**src/rtl/decoder_nto2n_seq.sv**
```systemverilog
// Registered N-to-2^N one-hot decoder with direct (valid/ready) addressing
// and an autonomous scan mode that walks the outputs with a programmable dwell.
module decoder_nto2n_seq #(
    parameter int N     = 2,
    parameter int DIV_W = 8
) (
    input  logic                clk,
    input  logic                rst_n,
    input  logic                en,
    input  logic                mode,
    input  logic                in_valid,
    output logic                in_ready,
    input  logic [N-1:0]        addr,
    input  logic [DIV_W-1:0]    div,
    output logic [(1<<N)-1:0]   y,
    output logic                y_valid,
    output logic [N-1:0]        cur_addr,
    output logic                wrap
);

    localparam int W = 1 << N;

    localparam logic [1:0] ST_IDLE   = 2'd0;
    localparam logic [1:0] ST_DIRECT = 2'd1;
    localparam logic [1:0] ST_SCAN   = 2'd2;

    localparam logic [W-1:0]     Y_ONE    = {{(W-1){1'b0}}, 1'b1};
    localparam logic [N-1:0]     ADDR_ONE = {{(N-1){1'b0}}, 1'b1};
    localparam logic [DIV_W-1:0] CNT_ONE  = {{(DIV_W-1){1'b0}}, 1'b1};

    // Handshake: a transfer happens on a rising edge where in_valid & in_ready.
    // in_ready is purely en & ~mode and never looks at in_valid.
    logic [1:0]       state;
    logic [DIV_W-1:0] cnt;
    logic [N-1:0]     next_addr;

    assign in_ready  = en & ~mode;
    assign next_addr = cur_addr + ADDR_ONE;

    always_ff @(posedge clk or negedge rst_n) begin
        if (!rst_n) begin
            state    <= ST_IDLE;
            y        <= '0;
            y_valid  <= 1'b0;
            cur_addr <= '0;
            wrap     <= 1'b0;
            cnt      <= '0;
        end else if (!en) begin
            // cur_addr deliberately keeps its last value while disabled
            state   <= ST_IDLE;
            y       <= '0;
            y_valid <= 1'b0;
            wrap    <= 1'b0;
            cnt     <= '0;
        end else if (mode) begin
            if (state != ST_SCAN) begin
                state    <= ST_SCAN;
                y        <= Y_ONE;
                cur_addr <= '0;
                y_valid  <= 1'b1;
                cnt      <= div;
                wrap     <= 1'b0;
            end else if (cnt != '0) begin
                cnt  <= cnt - CNT_ONE;
                wrap <= 1'b0;
            end else begin
                // div is only sampled here, so mid-dwell changes wait for reload
                cur_addr <= next_addr;
                y        <= Y_ONE << next_addr;
                cnt      <= div;
                wrap     <= &cur_addr;
            end
        end else begin
            state <= ST_DIRECT;
            cnt   <= '0;
            wrap  <= 1'b0;
            if (in_valid) begin
                y        <= Y_ONE << addr;
                cur_addr <= addr;
                y_valid  <= 1'b1;
            end
        end
    end

endmodule

```
**config.mk**
```make
export PLATFORM = sky130hd
export DESIGN_NAME = decoder_nto2n_seq
export DESIGN_NICKNAME = d
export VERILOG_FILES = /design/src/rtl/decoder_nto2n_seq.sv
export SDC_FILE = /design/constraint.sdc
export NUM_CORES = 1
export LEC_CHECK = 0
export ABC_CLOCK_PERIOD_IN_PS = 2000
export CAP_MARGIN = 25
export CELL_PAD_IN_SITES_DETAIL_PLACEMENT = 1
export CELL_PAD_IN_SITES_GLOBAL_PLACEMENT = 2
export CORE_MARGIN = 2
export CORE_UTILIZATION = 30
export DETAILED_ROUTE_END_ITERATION = 7
export PLACE_DENSITY = 0.89
export SLEW_MARGIN = 15
export SYNTH_ARGS = -nofsm -noshare
export SYNTH_HDL_FRONTEND = slang
export SYNTH_SLANG_ARGS = --single-unit
```
**constraint.sdc**
```tcl
create_clock -name clk -period 2 [get_ports clk]
set_input_delay 0.3 -clock clk [delete_from_list [all_inputs] [get_ports clk]]
set_output_delay 0.3 -clock clk [all_outputs]
set_load 0.02 [all_outputs]
```
# After elaboration in Yosys (flattened, before gate mapping)

Cells that the tools add are included.
Widths: inputs -> output; s select.

Add/sub/neg operators: 2
Multipliers: 0
Div/mod/pow operators: 0
Order comparisons: 0
Eq/ne operators: 5
Shift-type cells: 2
Muxes and demuxes: 24
Bitwise operators: 2
Reductions and logical operators: 6

Operator list:

| kind                | count |
|---|---|
| $mux 8              | 4 |
| $mux 4              | 5 |
| $mux 2              | 7 |
| $mux 1              | 8 |
| $reduce_bool 8->1   | 1 |
| $shl 1x2->4 const A | 2 |
| $sub 8x1->8 const B | 1 |
| $reduce_and 2->1    | 3 |
| $ne 4x4->1 const B  | 1 |
| $ne 3x1->1 const B  | 1 |
| $ne 3x2->1 const B  | 1 |
| $ne 3x3->1 const B  | 1 |
| $reduce_and 3->1    | 1 |
| $add 2x1->2 const B | 1 |
| $ne 2x2->1 const B  | 1 |
| $reduce_bool 2->1   | 1 |
| $and 1x1->1         | 1 |
| $not 1->1           | 1 |

Register bits after elaboration: 18
Latch bits: 0
RAM bits: 0
Memory bits (read-only): 0
Input port bits: 15
Output and inout bits: 9
Memories kept: 0

# Longest topological paths before layout

Gate-level depths: netlist of the first run.

Word-level depth: 6
Depth in mapped cells: 6

# Worst setup path after synthesis of the first run

Ideal clock, no wire load.

Path kind: flip-flop to flip-flop
Start: register cnt[5]
End: register y[1]
Setup time: 0.104 ns
Arrival: 1.376 ns
Data required time: 1.896 ns
Setup slack: 0.520 ns
Cell stages (with the launch flop): 5
Clock period less this slack: 1.480 ns
Path through: dfrtp_1 -> nor4_4 -> nand3_2 -> mux2i_1 -> a221oi_1

Word-level cells in the longest chain between the ends: 3

RTL lines:

| element                           | RTL line | text |
|---|---|---|
| from (decl)                       | 34       | `logic [DIV_W-1:0] cnt;` |
| from (signal assigned)            | 61       | `cnt <= div;` |
| from (signal assigned)            | 64       | `cnt <= cnt - CNT_ONE;` |
| from (signal assigned)            | 70       | `cnt <= div;` |
| $reduce_bool 8->1                 | 63       | `end else if (cnt != '0) begin` |
| $ne 4x4->1 (no source line)       | n/a      |  |
| $reduce_and 2->1 (no source line) | n/a      |  |
| to (signal assigned)              | 69       | `y <= Y_ONE << next_addr;` |
| to (signal assigned)              | 78       | `y <= Y_ONE << addr;` |
| to (decl)                         | 15       | `output logic [(1<<N)-1:0] y,` |

Every way passes these cells.
A chain may end at the register's enable or synchronous reset.

# Worst setup path in the final report of the first run

Start: input port en
End: output port in_ready

Word-level cells in the longest chain between the ends: 1

RTL lines:

| element     | RTL line | text |
|---|---|---|
| from (decl) | 9        | `input logic en,` |
| $and 1x1->1 | 37       | `assign in_ready = en & ~mode;` |
| to (decl)   | 12       | `output logic in_ready,` |

Every way passes these cells.

==> flow_summary_export.csv, run 1 <==
group,metric,value,unit
timing,setup_tns,0,ns
cells_and_area,stdcell_count,183,
cts,clock_path_buffers,2,
route,drt_wl_total,2680,µm
global_route,antenna_found_initial,0,
global_route,grt_first_pass_wirelength,4730,µm
cts,numCtsBuffers,3,
cells_and_area,n_antenna_cell,0,
global_route,grt_usage,14.9,%
timing,fin_crit,1.83,ns
cells_and_area,syn2layout_area_growth,32.1,%
cells_and_area,nFillCells,375,
cts,cts_resized,0,
cts,cts_setup_buffers,0,
floorplan,ios,24,
setup_path,crit_chain,"clkdlybuf4s50_1 > nor2b_1 > clkdlybuf4s50_1",
setup_path,critPathArrivalTime,1.53,ns
timing,slew_viol_final,0,
cts,cts_max_level,1,
run,maxCapViolCount,0,
cts,cts_tree,"yes",
timing,tightestPinTransition,0.565,ns
power_and_ir_drop,peakVddDrop,0.224,mV
route,num_vias,905,
worst_hold_path,hold_path_class,"in -> async",
setup_path,crit_path_frequent_cell,"clkdlybuf4s50_1",
setup_path,r2r_setup_slack,0.27,ns
route,drtIter0Drc,31,
power_and_ir_drop,power_density,634,nW/µm²
placement,gp_congestion,0.810,
placement,dp.cells,179,
setup_path,cp_slowest_stage_delay,0.61,ns
route,ant_nets,0,
synth,async_flop_share,100,%
timing,fin_crit_sh,91.5,%
setup_path,critPathLaunchType,"input pin",
route,dr.pass1.iters,4,
placement,portBuffers,23,
setup_path,r2r_end,"y[1]",
setup_path,critical_path_class,"in -> out",
synth,avgSynthCellArea,10.1,µm²
synth,synth.yosys.seq_area_share,41.8,%
cts,clkLatencyLatePin,0.30,ns
timing,slew_headroom,62.3,%
synth,synth_flop_cell,"dfrtp_1",
cells_and_area,final_nets,159,
global_route,overflow,0,
synth,synth_cells,107,
floorplan,die-height,64.0,µm
synth,yosys_warnings,0,
timing,fmax,546,MHz
setup_path,crit_path_top_delay_cell,"clkdlybuf4s50_1",
route,vias_per_cell,4.95,
global_route,grt_pass1_vias,1004,
power_and_ir_drop,p_leak,0.617,nW
floorplan,dieArea,4090,µm²
floorplan,rows,21,
setup_path,cp_max_fo,2,
setup_path,end_kind,"primary output",
timing,fin_worst_skew,0.00560,ns
route,drc,0,
status,outcome,"finished clean",
setup_path,reg2reg_from,"cnt[5]",
cts,ctsHoldBuffers,0,
timing,hold_violations,0,
timing,rsz0062_at_grt,"no",
cts,path_clk_slew,0.11,ns
setup_path,reg2reg_depth,4,
global_route,grt_max_degree,19,
cts,cts.sink_count,18,
synth,synth.distinct_cells,33,
timing,final-setup-viol-count,0,
synth,synth_seq_cells,18,
route,avgRoutedWirePerCell,14.6,µm
setup_path,crit_required,1.70,ns
floorplan,start_util,31.8,%
synth,synth_fp_nets,128,
cells_and_area,drive_gt1_share,10.9,%
synth,synth_edf_count,0,
floorplan,core,3390,µm²
synth,netlist_area,1080,µm²
placement,dp_hpwl,2050,µm
cts,clock-root-buffer,"clkbuf_4",
floorplan,die_x,64.0,µm
[cell usage after synthesis (2+ instances only)]
cell type | count | area [µm²]
nor2b_1 | 3 | 18.8
inv_1 | 8 | 30.0
a211oi_1 | 2 | 15.0
mux2i_1 | 6 | 60.1
o21a_1 | 2 | 15.0
o21ai_0 | 5 | 25.0
nand3b_1 | 2 | 15.0
a21oi_1 | 7 | 35.0
xnor2_1 | 3 | 26.3
nand2b_1 | 5 | 31.3
o21ai_1 | 2 | 10.0
ha_1 | 6 | 75.1
nand3_1 | 2 | 10.0
a221oi_1 | 3 | 26.3
dfrtp_1 | 18 | 450
xor2_1 | 2 | 17.5
nor2_1 | 11 | 41.3
nand2_1 | 5 | 18.8
[layer usage]
metal / global-route usage (%) / wire length [µm] / up-vias
met3: 2.29 / 85 / 2
met1: 18.4 / 1190 / 445
met4: 4.89 / 19 / 0
met5: 0 / 0 / -
li1: - / - / 436
met2: 26.3 / 1380 / 22
[flip-flops by register name, indices dropped and copies added (netlist names)]
register  flops
y_valid       1
cnt           8
cur_addr      2
wrap          1
y             4
state         2
[worst max path at each step]
stage	startpoint	end	slack (ns)
5_1_grt	cnt[5]	y[1]	0.07
2_1_floorplan	cnt[5]	y[1]	0.52
6_report	en	in_ready	0.17
3_3_place_gp	en	in_ready	0.18
3_5_place_dp	mode	cur_addr[0]	0.17
4_1_cts	en	in_ready	0.16
[area by class of cell]
cell class,instances,area (µm²),area share [%]
clock buffers,4,36.3,2.55
repair buffers,28,268,18.8
inverters,8,30.0,2.11
well taps,46,57.6,4.04
multi-input cells,79,583,40.9
flip-flops and latches,18,450,31.6
[per-stage QoR]
step | hold slack [ns] | area (µm²) | power (W) | setup WS (ns) | util [%]
3_5_place_dp | 0.479 | 1390 | 0.000683 | 0.170 | 41.0
4_1_cts | 0.326 | 1430 | 0.000923 | 0.160 | 42.0
6_report | 0.327 | 1430 | 0.000904 | 0.169 | 42.0
2_1_floorplan | 0.00441 | 1080 | 0.000568 | 0.520 | -
3_3_place_gp | 0.478 | 1390 | 0.000672 | 0.179 | 41.0
5_1_grt | 0.325 | 1430 | 0.000976 | 0.0707 | 42.0
[power by group]
part	leakage (nW)	total, W	internal [W]	switching (W)
Combinational	0.359	0.000260	0.000124	0.000135
Clock	0.0210	0.000231	0.000111	0.000120
Sequential	0.237	0.000413	0.000387	0.0000255
[kinds of logic (layout without fill, tap and decap cells)]
| kind of cell | after synthesis | count (layout) | share of synthesized area [%] |
|---|---|---|---|
| compound gates | 29 | 29 | 20.2 |
| xor+xnor | 5 | 5 | 4.06 |
| fa+ha+maj | 6 | 6 | 6.96 |
| buf+inv | 10 | 40 | 4.18 |
| flops | 18 | 18 | 41.8 |
| mux | 6 | 6 | 5.57 |
| simple gates | 33 | 33 | 17.3 |
[cells in the final DEF (no fill, tap or decap), types with 5 or more instances in the layout]
cell	instances
o21ai_0	5
clkdlybuf4s50_1	23
ha_1	6
nand2b_1	5
nor2_1	11
nand2_1	5
inv_1	8
mux2i_1	6
a21oi_1	7
dfrtp_1	18
buf_4	5
[worst max-delay path: cells and delay by family]
kind | cells | cell delay (ns)
simple gates | 1 | 0.14
buf+inv | 2 | 1.08
Power figures use the tool's default switching activity.
==> run 2, diff against run 1 <==
Settings changed: DONT_BUFFER_PORTS set to 1, PLACE_DENSITY 0.89 to 0.75.
==> flow_summary_export.csv, run 2 (synthesis gave the netlist of run 1 again) <==
group,metric,value,unit
cells_and_area,syn2layout_area_growth,7.66,%
timing,hold_violations,0,
setup_path,critPathArrivalTime,1.85,ns
setup_path,end_kind,"register",
setup_path,crit_path_top_delay_cell,"dfrtp_1",
route,vias_per_cell,5.13,
floorplan,die_x,64.0,µm
cts,clock-root-buffer,"clkbuf_4",
route,ant_nets,0,
timing,tightestPinTransition,0.813,ns
setup_path,critical_path_class,"reg -> reg",
cts,path_clk_slew,0.10,ns
cells_and_area,mostFrequentLayoutCells,"dfrtp_1 (18), nor2_1 (11), inv_1 (8)",
setup_path,crit_required,2.19,ns
timing,slew_viol_final,0,
power_and_ir_drop,power_density,674,nW/µm²
floorplan,rows,21,
timing,final-setup-viol-count,0,
cts,cts_setup_buffers,0,
floorplan,dieArea,4090,µm²
cells_and_area,regMostFlops,"cnt",
cells_and_area,drive_gt1_share,9.09,%
setup_path,crit_chain,"nor4_4 > nand3_2 > mux2i_1 > a221oi_1",
cts,cts.sink_count,18,
cts,cts_tree,"yes",
timing,slew_headroom,45.6,%
global_route,overflow,0,
floorplan,start_util,31.8,%
timing,setup_tns,0,ns
timing,fin_worst_skew,0.00488,ns
route,avgRoutedWirePerCell,15.8,µm
cells_and_area,final_nets,133,
power_and_ir_drop,p_leak,0.508,nW
route,drtIter0Drc,30,
placement,portBuffers,0,
floorplan,die-height,64.0,µm
placement,gp_congestion,0.769,
cts,clkLatencyLatePin,0.29,ns
cells_and_area,n_antenna_cell,0,
status,outcome,"finished clean",
floorplan,core,3390,µm²
timing,fin_crit_sh,83.1,%
power_and_ir_drop,peakVddDrop,0.342,mV
timing,fmax,602,MHz
global_route,grt_first_pass_wirelength,4350,µm
timing,rsz0062_at_grt,"no",
timing,fin_crit,1.66,ns
cells_and_area,top_regs,"cnt: 8 flops, y: 4 flops",
cts,numCtsBuffers,3,
global_route,grt_usage,13.7,%
route,dr.pass1.iters,4,
global_route,grt_max_degree,19,
floorplan,ios,24,
route,drc,0,
cts,cts_max_level,1,
route,drt_wl_total,2470,µm
global_route,grt_pass1_vias,866,
setup_path,cp_slowest_stage_delay,0.45,ns
cells_and_area,largest_reg_flops,8,
global_route,antenna_found_initial,0,
worst_hold_path,hold_path_class,"in -> reg",
cells_and_area,final_common_cell,"dfrtp_1",
route,num_vias,801,
setup_path,worst-path-buf-inv,0,
setup_path,cp_max_fo,6,
placement,dp_hpwl,1900,µm
setup_path,path_delay_family,"simple AND/OR/NAND/NOR gates",
cts,clock_path_buffers,2,
setup_path,critPathLaunchType,"register",
run,maxCapViolCount,0,
power_and_ir_drop,power.total,0.000782,W
==> run 2: cell count changes in the layout (fill, tap and decap cells not counted) <==
cell             before  now
clkbuf_8              1    0
clkdlybuf4s50_1      23    0
buf_4                 5    1
dlygate4sd3_1         0    1
==> run 2: report_power, final <==
group	leakage (nW)	internal, W	switching [W]	total, W
clock network	0.0138	0.0000699	0.000110	0.000180
logic	0.257	0.0000731	0.0000965	0.000170
registers	0.237	0.000387	0.0000460	0.000433
==> run 2: layout make-up <==
type | instances | area (µm²)
Inverter | 8 | 30.0
Sequential cell | 18 | 450
Timing Repair Buffer | 2 | 17.5
Multi-Input combinational cell | 79 | 583
Clock buffer | 3 | 22.5
Tap cell | 46 | 57.6
Fill cell | 386 | 2230
==> run 2: path summary, 6_finish.rpt <==
| check | start | end | slack, ns | depth (start not counted) |
|---|---|---|---|---|
| hold reg to reg | cnt[7] | cnt[7] | 0.62 | 2 |
| setup reg to reg | cnt[5] | y[2] | 0.34 | 4 |
| setup / recovery | cnt[5] | y[2] | 0.34 | 4 |
| hold / removal | mode | state[0] | 0.08 | 1 |
| max in group asynchronous | rst_n | y_valid | 0.96 | 1 |
| min in group asynchronous | rst_n | wrap | 0.54 | 1 |
==> run 2: what timing repair did <==
item	in CTS	in global routing
gates resized for setup	0	0
hold endpoints to repair	18	0
hold buffers	1	0
==> run 2: stage by stage <==
stage,hold WS [ns],util [%],cell area [µm²],cells,setup WS [ns]
finish,0.0820,34.3,1160,156,0.338
global route,0.0584,34.3,1160,156,0.195
CTS,0.0738,34.3,1160,156,0.311
detailed placement,0.00521,33.3,1130,152,0.324
global placement,0.00497,33.3,1130,152,0.420
floorplan,0.00441,-,1080,107,0.520
==> run 2: worst reg2reg max path, stage by stage, from the launching register on <==
cell	delay (ns)
dfrtp_1	0.45
nor4_4	0.40
nand3_2	0.27
mux2i_1	0.18
a221oi_1	0.26
==> run 2: per-layer routing <==
metal | wire [µm] | global-route usage [%] | vias up
met1 | 1140 | 17.5 | 393
met5 | 0 | 0 | -
met3 | 138 | 4.58 | 2
met2 | 1170 | 22.7 | 17
met4 | 21 | 2.45 | 0
li1 | - | - | 389
